## src/rtl/alu_cmd_sequencer.sv

```systemverilog
// rtl/alu_cmd_sequencer.sv - Moore sequencer driving an 8-bit multiply datapath per command
// Optional accepted-command counter enabled by SEQ_CMD_COUNT_EN.
module alu_cmd_sequencer #(
  parameter int unsigned TIMEOUT = 64
) (
  input  logic        clock,
  input  logic        reset_n,
  input  logic        cmd_valid,
  output logic        cmd_ready,
  input  logic [2:0]  cmd_op,
  input  logic [7:0]  cmd_a,
  input  logic [7:0]  cmd_b,
  output logic        rsp_valid,
  input  logic        rsp_ready,
  output logic [7:0]  rsp_hi,
  output logic [7:0]  rsp_lo,
  output logic        rsp_err,
  output logic [2:0]  INS,
  output logic        LDAcc,
  output logic        LDMQ,
  output logic        LDDR,
  output logic        STAcc,
  output logic        STMQ,
  output logic        STDR,
  output logic        TESTMODE,
  output logic [7:0]  inBUS,
  input  logic [7:0]  outBUS,
  input  logic        RDY,
  output logic [15:0] cmd_count
);

  typedef enum logic [2:0] {
    S_IDLE, S_LD_DR, S_LD_MQ, S_CLR_ACC, S_EXEC, S_RD_ACC, S_RD_MQ, S_RESP
  } state_t;

  state_t     state;
  logic [7:0] a_q;
  logic [7:0] wait_cnt;
  logic       accept;

  assign STDR     = 1'b0;
  assign TESTMODE = 1'b0;
  assign accept   = (state == S_IDLE) && cmd_valid;

  // Outputs are registered alongside the state so each strobe is high exactly in its state.
  always_ff @(posedge clock or negedge reset_n) begin
    if (!reset_n) begin
      state     <= S_IDLE;
      a_q       <= 8'h00;
      wait_cnt  <= 8'h00;
      cmd_ready <= 1'b1;
      rsp_valid <= 1'b0;
      rsp_hi    <= 8'h00;
      rsp_lo    <= 8'h00;
      rsp_err   <= 1'b0;
      INS       <= 3'b000;
      LDAcc     <= 1'b0;
      LDMQ      <= 1'b0;
      LDDR      <= 1'b0;
      STAcc     <= 1'b0;
      STMQ      <= 1'b0;
      inBUS     <= 8'h00;
    end else begin
      LDAcc <= 1'b0;
      LDMQ  <= 1'b0;
      LDDR  <= 1'b0;
      STAcc <= 1'b0;
      STMQ  <= 1'b0;
      inBUS <= 8'h00;
      case (state)
        S_IDLE: begin
          if (cmd_valid) begin
            a_q       <= cmd_a;
            INS       <= cmd_op;
            cmd_ready <= 1'b0;
            LDDR      <= 1'b1;
            inBUS     <= cmd_b;
            state     <= S_LD_DR;
          end
        end
        S_LD_DR: begin
          LDMQ  <= 1'b1;
          inBUS <= a_q;
          state <= S_LD_MQ;
        end
        S_LD_MQ: begin
          LDAcc <= 1'b1;
          state <= S_CLR_ACC;
        end
        S_CLR_ACC: begin
          wait_cnt <= 8'h00;
          state    <= S_EXEC;
        end
        S_EXEC: begin
          if (RDY || (wait_cnt == 8'(TIMEOUT - 1))) begin
            rsp_err  <= !RDY;
            wait_cnt <= 8'h00;
            STAcc    <= 1'b1;
            state    <= S_RD_ACC;
          end else begin
            wait_cnt <= wait_cnt + 8'd1;
          end
        end
        S_RD_ACC: begin
          rsp_hi <= outBUS;
          STMQ   <= 1'b1;
          state  <= S_RD_MQ;
        end
        S_RD_MQ: begin
          rsp_lo    <= outBUS;
          rsp_valid <= 1'b1;
          state     <= S_RESP;
        end
        S_RESP: begin
          if (rsp_ready) begin
            rsp_valid <= 1'b0;
            INS       <= 3'b000;
            cmd_ready <= 1'b1;
            state     <= S_IDLE;
          end
        end
        default: begin
          INS       <= 3'b000;
          rsp_valid <= 1'b0;
          cmd_ready <= 1'b1;
          state     <= S_IDLE;
        end
      endcase
    end
  end

`ifdef SEQ_CMD_COUNT_EN
  logic [15:0] cmd_count_q;

  always_ff @(posedge clock or negedge reset_n) begin
    if (!reset_n) begin
      cmd_count_q <= 16'h0000;
    end else if (accept && (cmd_count_q != 16'hFFFF)) begin
      cmd_count_q <= cmd_count_q + 16'd1;
    end
  end

  assign cmd_count = cmd_count_q;
`else
  logic unused_accept;
  assign unused_accept = accept;
  assign cmd_count     = 16'h0000;
`endif

endmodule

```

## config.mk

```make
export PLATFORM = sky130hd
export DESIGN_NAME = alu_cmd_sequencer
export DESIGN_NICKNAME = d
export VERILOG_FILES = /design/src/rtl/alu_cmd_sequencer.sv
export SDC_FILE = /design/constraint.sdc
export NUM_CORES = 1
export LEC_CHECK = 0
export CAP_MARGIN = 15
export CELL_PAD_IN_SITES_DETAIL_PLACEMENT = 0
export CELL_PAD_IN_SITES_GLOBAL_PLACEMENT = 1
export CORE_ASPECT_RATIO = 0.8
export CORE_MARGIN = 4
export CORE_UTILIZATION = 34
export CTS_CLUSTER_DIAMETER = 150
export DETAILED_ROUTE_END_ITERATION = 10
export GPL_TIMING_DRIVEN = 0
export PLACE_DENSITY_LB_ADDON = 0.1
export SKIP_LAST_GASP = 1
export SYNTH_ARGS = -nofsm -noshare
export SYNTH_HDL_FRONTEND = slang
export SYNTH_SLANG_ARGS = --single-unit
```

## constraint.sdc

```tcl
create_clock -name clock -period 2.59 [get_ports clock]
set_clock_uncertainty 0.1 [all_clocks]
set_input_delay 0.518 -clock clock [delete_from_list [all_inputs] [get_ports clock]]
set_output_delay 0.518 -clock clock [all_outputs]
set_load 0.01 [all_outputs]
```

---- After elaboration in Yosys (flattened, before gate mapping) ----
Index checks and enable logic that the tools add are counted.
word-level totals
  ROM bits ................................ 0
  memories kept ........................... 0
  RAM bits ................................ 0
  logic and storage cells ................. 60
  bits in latches ......................... 0
  output and inout bits ................... 53
  input port bits ......................... 32
  bits in registers ....................... 54
operators by class
  multiply operators ...................... 0
  $lt $le $gt $ge ......................... 0
  equality and inequality tests ........... 11
  mux-type cells .......................... 22
  add/subtract/negate cells ............... 1
  divide/modulo/power cells ............... 0
  reduce and logical (&&, ||, !) cells .... 11
  bitwise gates (word level) .............. 0
  shift-type cells ........................ 0
operators with widths
  kind                                                  count
  one-hot mux 8 bit (2 select lines)                    2
  one-hot mux 3 bit (8 select lines)                    1
  2-to-1 mux 8 bit                                      2
  equality test 3 bit (second input constant)           4
  2-to-1 mux 3 bit                                      4
  2-to-1 mux 1 bit                                      10
  adder 8 x 1 -> 8 bit (second input constant)          1
  equality test 8 x 6 -> 1 bit (second input constant)  1
  equality test 3 x 2 -> 1 bit (second input constant)  2
  != test 2 bit (second input constant)                 3
  one-hot mux 3 bit (2 select lines)                    1
  AND reduction 2 bit                                   3
  AND reduction 3 bit                                   2
  nonzero test 2 bit                                    3
  one-hot mux 1 bit (2 select lines)                    2
  equality test 3 x 1 -> 1 bit (second input constant)  1
  zero test 3 bit                                       1
  zero test 1 bit                                       1
  logical OR 1 bit                                      1

---- Longest topological paths before layout ----
Gate-level depths: netlist of run 1.
  depth in word-level cells ............... 4
  depth in mapped cells ................... 7
  depth with buffers taken out ............ 6

---- Worst setup path before layout of run 1 ----
Ideal clock, no wire load.
  path kind ............................... register to register
  from .................................... register wait_cnt[0]
  to ...................................... register state[1]
  required time ........................... 2365 ps
  setup time .............................. 125 ps
  data arrival time ....................... 1619 ps
  stages on the path, launching flop included .. 7
  buffers on the path ..................... 1
  path slack .............................. 746 ps
  cells stage by stage .................... dfrtp_1 -> ha_1 -> and3_1 -> buf_6 -> a311oi_4 -> nor3_4 -> mux2_4
on the way
  cells in the longest elaborated chain, start to end .. 4
ends and longest elaborated chain
  what                           RTL line  source
  start: declaration             38        logic [7:0] wait_cnt;
  start signal: assignment       101       wait_cnt <= wait_cnt + 8'd1;
  equality test 8 x 6 -> 1 bit   95        if (RDY || (wait_cnt == 8'(TIMEOUT - 1))) begin
  logical OR 1 bit               95
  != test 2 bit (no line)        -
  AND reduction 3 bit (no line)  -
  end signal: assignment         92        state <= S_EXEC;
  end signal: assignment         99        state <= S_RD_ACC;
  end signal: assignment         107       state <= S_RD_MQ;
  end: declaration               36        state_t state;
Every way passes these cells.
A chain may end at the register's enable or synchronous reset.

---- Final worst setup path of run 1 ----
  from .................................... register cmd_ready
  to ...................................... output cmd_ready
RTL lines
  what                      RTL line  source
  start: declaration        9         output logic cmd_ready,
  start signal: assignment  51        cmd_ready <= 1'b1;
  start signal: assignment  75        cmd_ready <= 1'b0;
  start signal: assignment  118       cmd_ready <= 1'b1;
No word-level cell between the ends.

==> impl_metrics.csv, run 1 <==
group,metric,value,unit
status,outcome,"finished clean",
synth,synth-seq-area-share,57.4,%
finish,drive_gt1_share,22.6,%
cts,cts_resized,0,
placed_design,gp_congestion,0.736,
finish,fin_nets,310,
cts,clk_pin_slew,0.10,ns
pwr,ir_worst_vdd,578,uV
synth,yosys_warnings,0,
detailed_routing,drt_first_pass_iters,4,
floorplanning,die_h,82.5,um
global_routing,grt-ovfl-total,0,
placed_design,hpwlAfterDp,3.74,mm
finish,n_antenna_cell,0,
sta,fin_crit,2.01,ns
synth,synth-main-ff-cell,"dfrtp_1",
floorplanning,num_rows,26,
floorplanning,die_x,101,um
global_routing,grt_antenna_before_repair,0,
critical_path,max_stage_delay,0.55,ns
critical_path,crit_chain,"clkdlybuf4s50_1",
sta,worstMarginPinSlew,0.625,ns
cts,clockBufferDepth,2,
synth,yosysTopAreaCell,"dfrtp_1",
cts,postCtsSetupBuffers,0,
critical_path,critPathArrivalTime,1.40,ns
critical_path,slowest_stage,"clkdlybuf4s50_1",
pwr,p_per_area,1060,nW/um^2
sta,rsz0062_at_grt,"false",
floorplanning,dieArea,8340,um^2
global_routing,grtUsageTotal,12.6,%
critical_path,crit_required,1.97,ns
synth,synth_area_leaders,"dfrtp_1 56%, mux2_2 12%, buf_4 5.7%, a22o_1 5.2%, ha_1 2.7%",
global_routing,grt_max_degree,30,
pwr,leakage,1.54,nW
detailed_routing,num_vias,1604,
sta,clock.fmax,496,MHz
synth,postSynthAreaPerCell,13.0,um^2
synth,synth-edff-count,0,
critical_path,reg2reg_slack,0.61,ns
detailed_routing,wl_per_cell,14.0,um
synth,synth_area,2360,um^2
sta,hold_viol_final,0,
sta,setup_tns,0,ns
cts,cts_buffers,5,
synth,yosysMostFrequentCell,"dfrtp_1",
synth,yosysTopAreaCellShare,56.3,%
cts,cts-root-buf,"clkbuf_8",
detailed_routing,drt_wl_total,5.02,mm
placed_design,port_buffers,66,
hold_path,min_path_type,"input pin to async pin",
cts,h-tree-depth,2,
sta,setup_viol,0,
global_routing,grt_first_pass_wirelength,8.15,mm
sta,relSlewSlack,58.4,%
critical_path,cp-end-kind,"output pin",
sta,slew_viol_final,0,
cts,insertion_delay,0.30,ns
placed_design,dpl_worst_slack,0.337,ns
finish,final_core_util,50.9,%
synth,yosys_register_bits,54,
detailed_routing,vias_per_cell,4.48,
critical_path,crit_buf_inv,1,
cts,hold_buffers,0,
critical_path,path_max_fanout,2,
critical_path,crit_type,"flop to output pin",
sta,period_share,77.8,%
floorplanning,start_util,35.9,%
critical_path,start_kind,"flop",
cts,cts_tree,"yes",
floorplanning,ioPinCount,85,
synth,netlist_instances,182,
floorplanning,core-area,6570,um^2
job,max_cap_violations,0,
sta,fin_ws,0.575,ns
detailed_routing,antenna_left,0,
global_routing,grt_pass1_vias,1641,
detailed_routing,route.detailed.drc,0,
critical_path,cp_top_family,"buffers and inverters",
detailed_routing,drtIter0Drc,41,
synth,synth_cell_types,35,
finish,area_growth,41.9,%
cts,clock_sinks,54,
synth,synth_common_cells,"53 x dfrtp_1, 25 x mux2_2, 18 x buf_4",
synth,async_flop_share,100,%
[where the power goes]
group	switching [W]	internal, W
clock	0.000273	0.000412
sequential	0.000170	0.00119
combinational	0.000625	0.000880
[flip-flops by register name, indices dropped and copies added (netlist names), 3 cells and up]
register / flops
a_q: 8
inBUS: 8
rsp_hi: 8
rsp_lo: 8
wait_cnt: 8
INS: 3
state: 3
[through the flow]
stage	cell area (um^2)	hold slack (ns)	cells	total power, W
6_report	3340	0.123	358	0.00355
3_3_place_gp	3190	0.378	349	0.00288
5_1_grt	3340	0.154	358	0.00380
2_1_floorplan	2420	0.122	199	0.00217
4_1_cts	3340	0.141	358	0.00360
3_5_place_dp	3200	0.385	350	0.00290
[layout by cell type (no fill, tap or decap), types with 2 or more instances in the layout]
master | netlist | final
buf_6 | 2 | 2
clkbuf_1 | 2 | 2
nand3_1 | 2 | 2
buf_2 | 2 | 3
conb_1 | 1 | 18
buf_4 | 18 | 18
nor2b_1 | 2 | 2
bufinv_16 | 0 | 2
and3_1 | 2 | 2
mux2_2 | 25 | 25
a21o_1 | 2 | 2
dfrtp_1 | 53 | 53
a21oi_1 | 3 | 3
clkbuf_8 | 0 | 6
a31oi_1 | 8 | 8
a22o_1 | 14 | 14
nand2_1 | 11 | 11
clkdlybuf4s50_1 | 0 | 65
nor2_1 | 7 | 7
inv_1 | 5 | 5
ha_1 | 5 | 5
nand3b_1 | 2 | 2
[cell families after synthesis]
kind of cell,share of synthesized area [%]
buf+inv,8.39
compound gates,10.7
mux,13.0
flops,57.4
other cells,0.159
simple gates,7.75
fa+ha+maj,2.65
[layer usage]
layer	part of all wire [%]	track usage, %	vias up	wire length, um
met2	42	18.3	52	2120
li1	-	-	789	-
met1	47	16.8	759	2340
met5	0	0	-	0
met4	0.86	3.19	0	43
met3	10	6.05	4	508
[worst paths after layout]
| check | start | end | cells past startpoint |
|---|---|---|---|
| max reg2reg | wait_cnt[0] | state[1] | 6 |
| min | reset_n | wait_cnt[5] | 1 |
| min reg2reg | a_q[0] | inBUS[0] | 1 |
| max | cmd_ready | cmd_ready | 1 |
| min in group clock | a_q[0] | inBUS[0] | 1 |
| max in group asynchronous | reset_n | cmd_ready | 2 |
[cell type report]
| type | count | area, um^2 |
|---|---|---|
| clock inverter | 2 | 60.1 |
| multi-input combinational | 115 | 871 |
| buffer | 25 | 179 |
| sequential | 54 | 1350 |
| timing repair buffer | 67 | 676 |
| tap | 84 | 105 |
| inverter | 5 | 18.8 |
| fill | 605 | 3230 |
| clock buffer | 6 | 82.6 |
No activity file was read; power rests on OpenSTA's default activity.
==> inputs of run 2 (changes only) <==
==> constraint.sdc (replaced) <==
create_clock -name clock -period 2.1 [get_ports clock]
set_clock_uncertainty 0.1 [all_clocks]
set_input_delay 0.42 -clock clock [delete_from_list [all_inputs] [get_ports clock]]
set_output_delay 0.42 -clock clock [all_outputs]
set_load 0.01 [all_outputs]
==> results of run 2 <==
Same layout as run 1 (identical final DEF). Status: finished clean.
Main changes from that run: setup slack after placement 0.337 ns -> -0.0553 ns; clock-pin slew on the worst setup and hold paths 0.10 ns -> 0.09 ns; setup slack after layout 0.575 ns -> 0.116 ns; hold slack 0.123 ns -> 0.0249 ns; start point of the critical path cmd_ready -> wait_cnt[0]; end point of the critical path cmd_ready -> state[1]; register-to-register setup slack 0.61 ns -> 0.12 ns; total power 0.00355 W -> 0.00438 W; worst IR drop on VDD 578 uV -> 713 uV
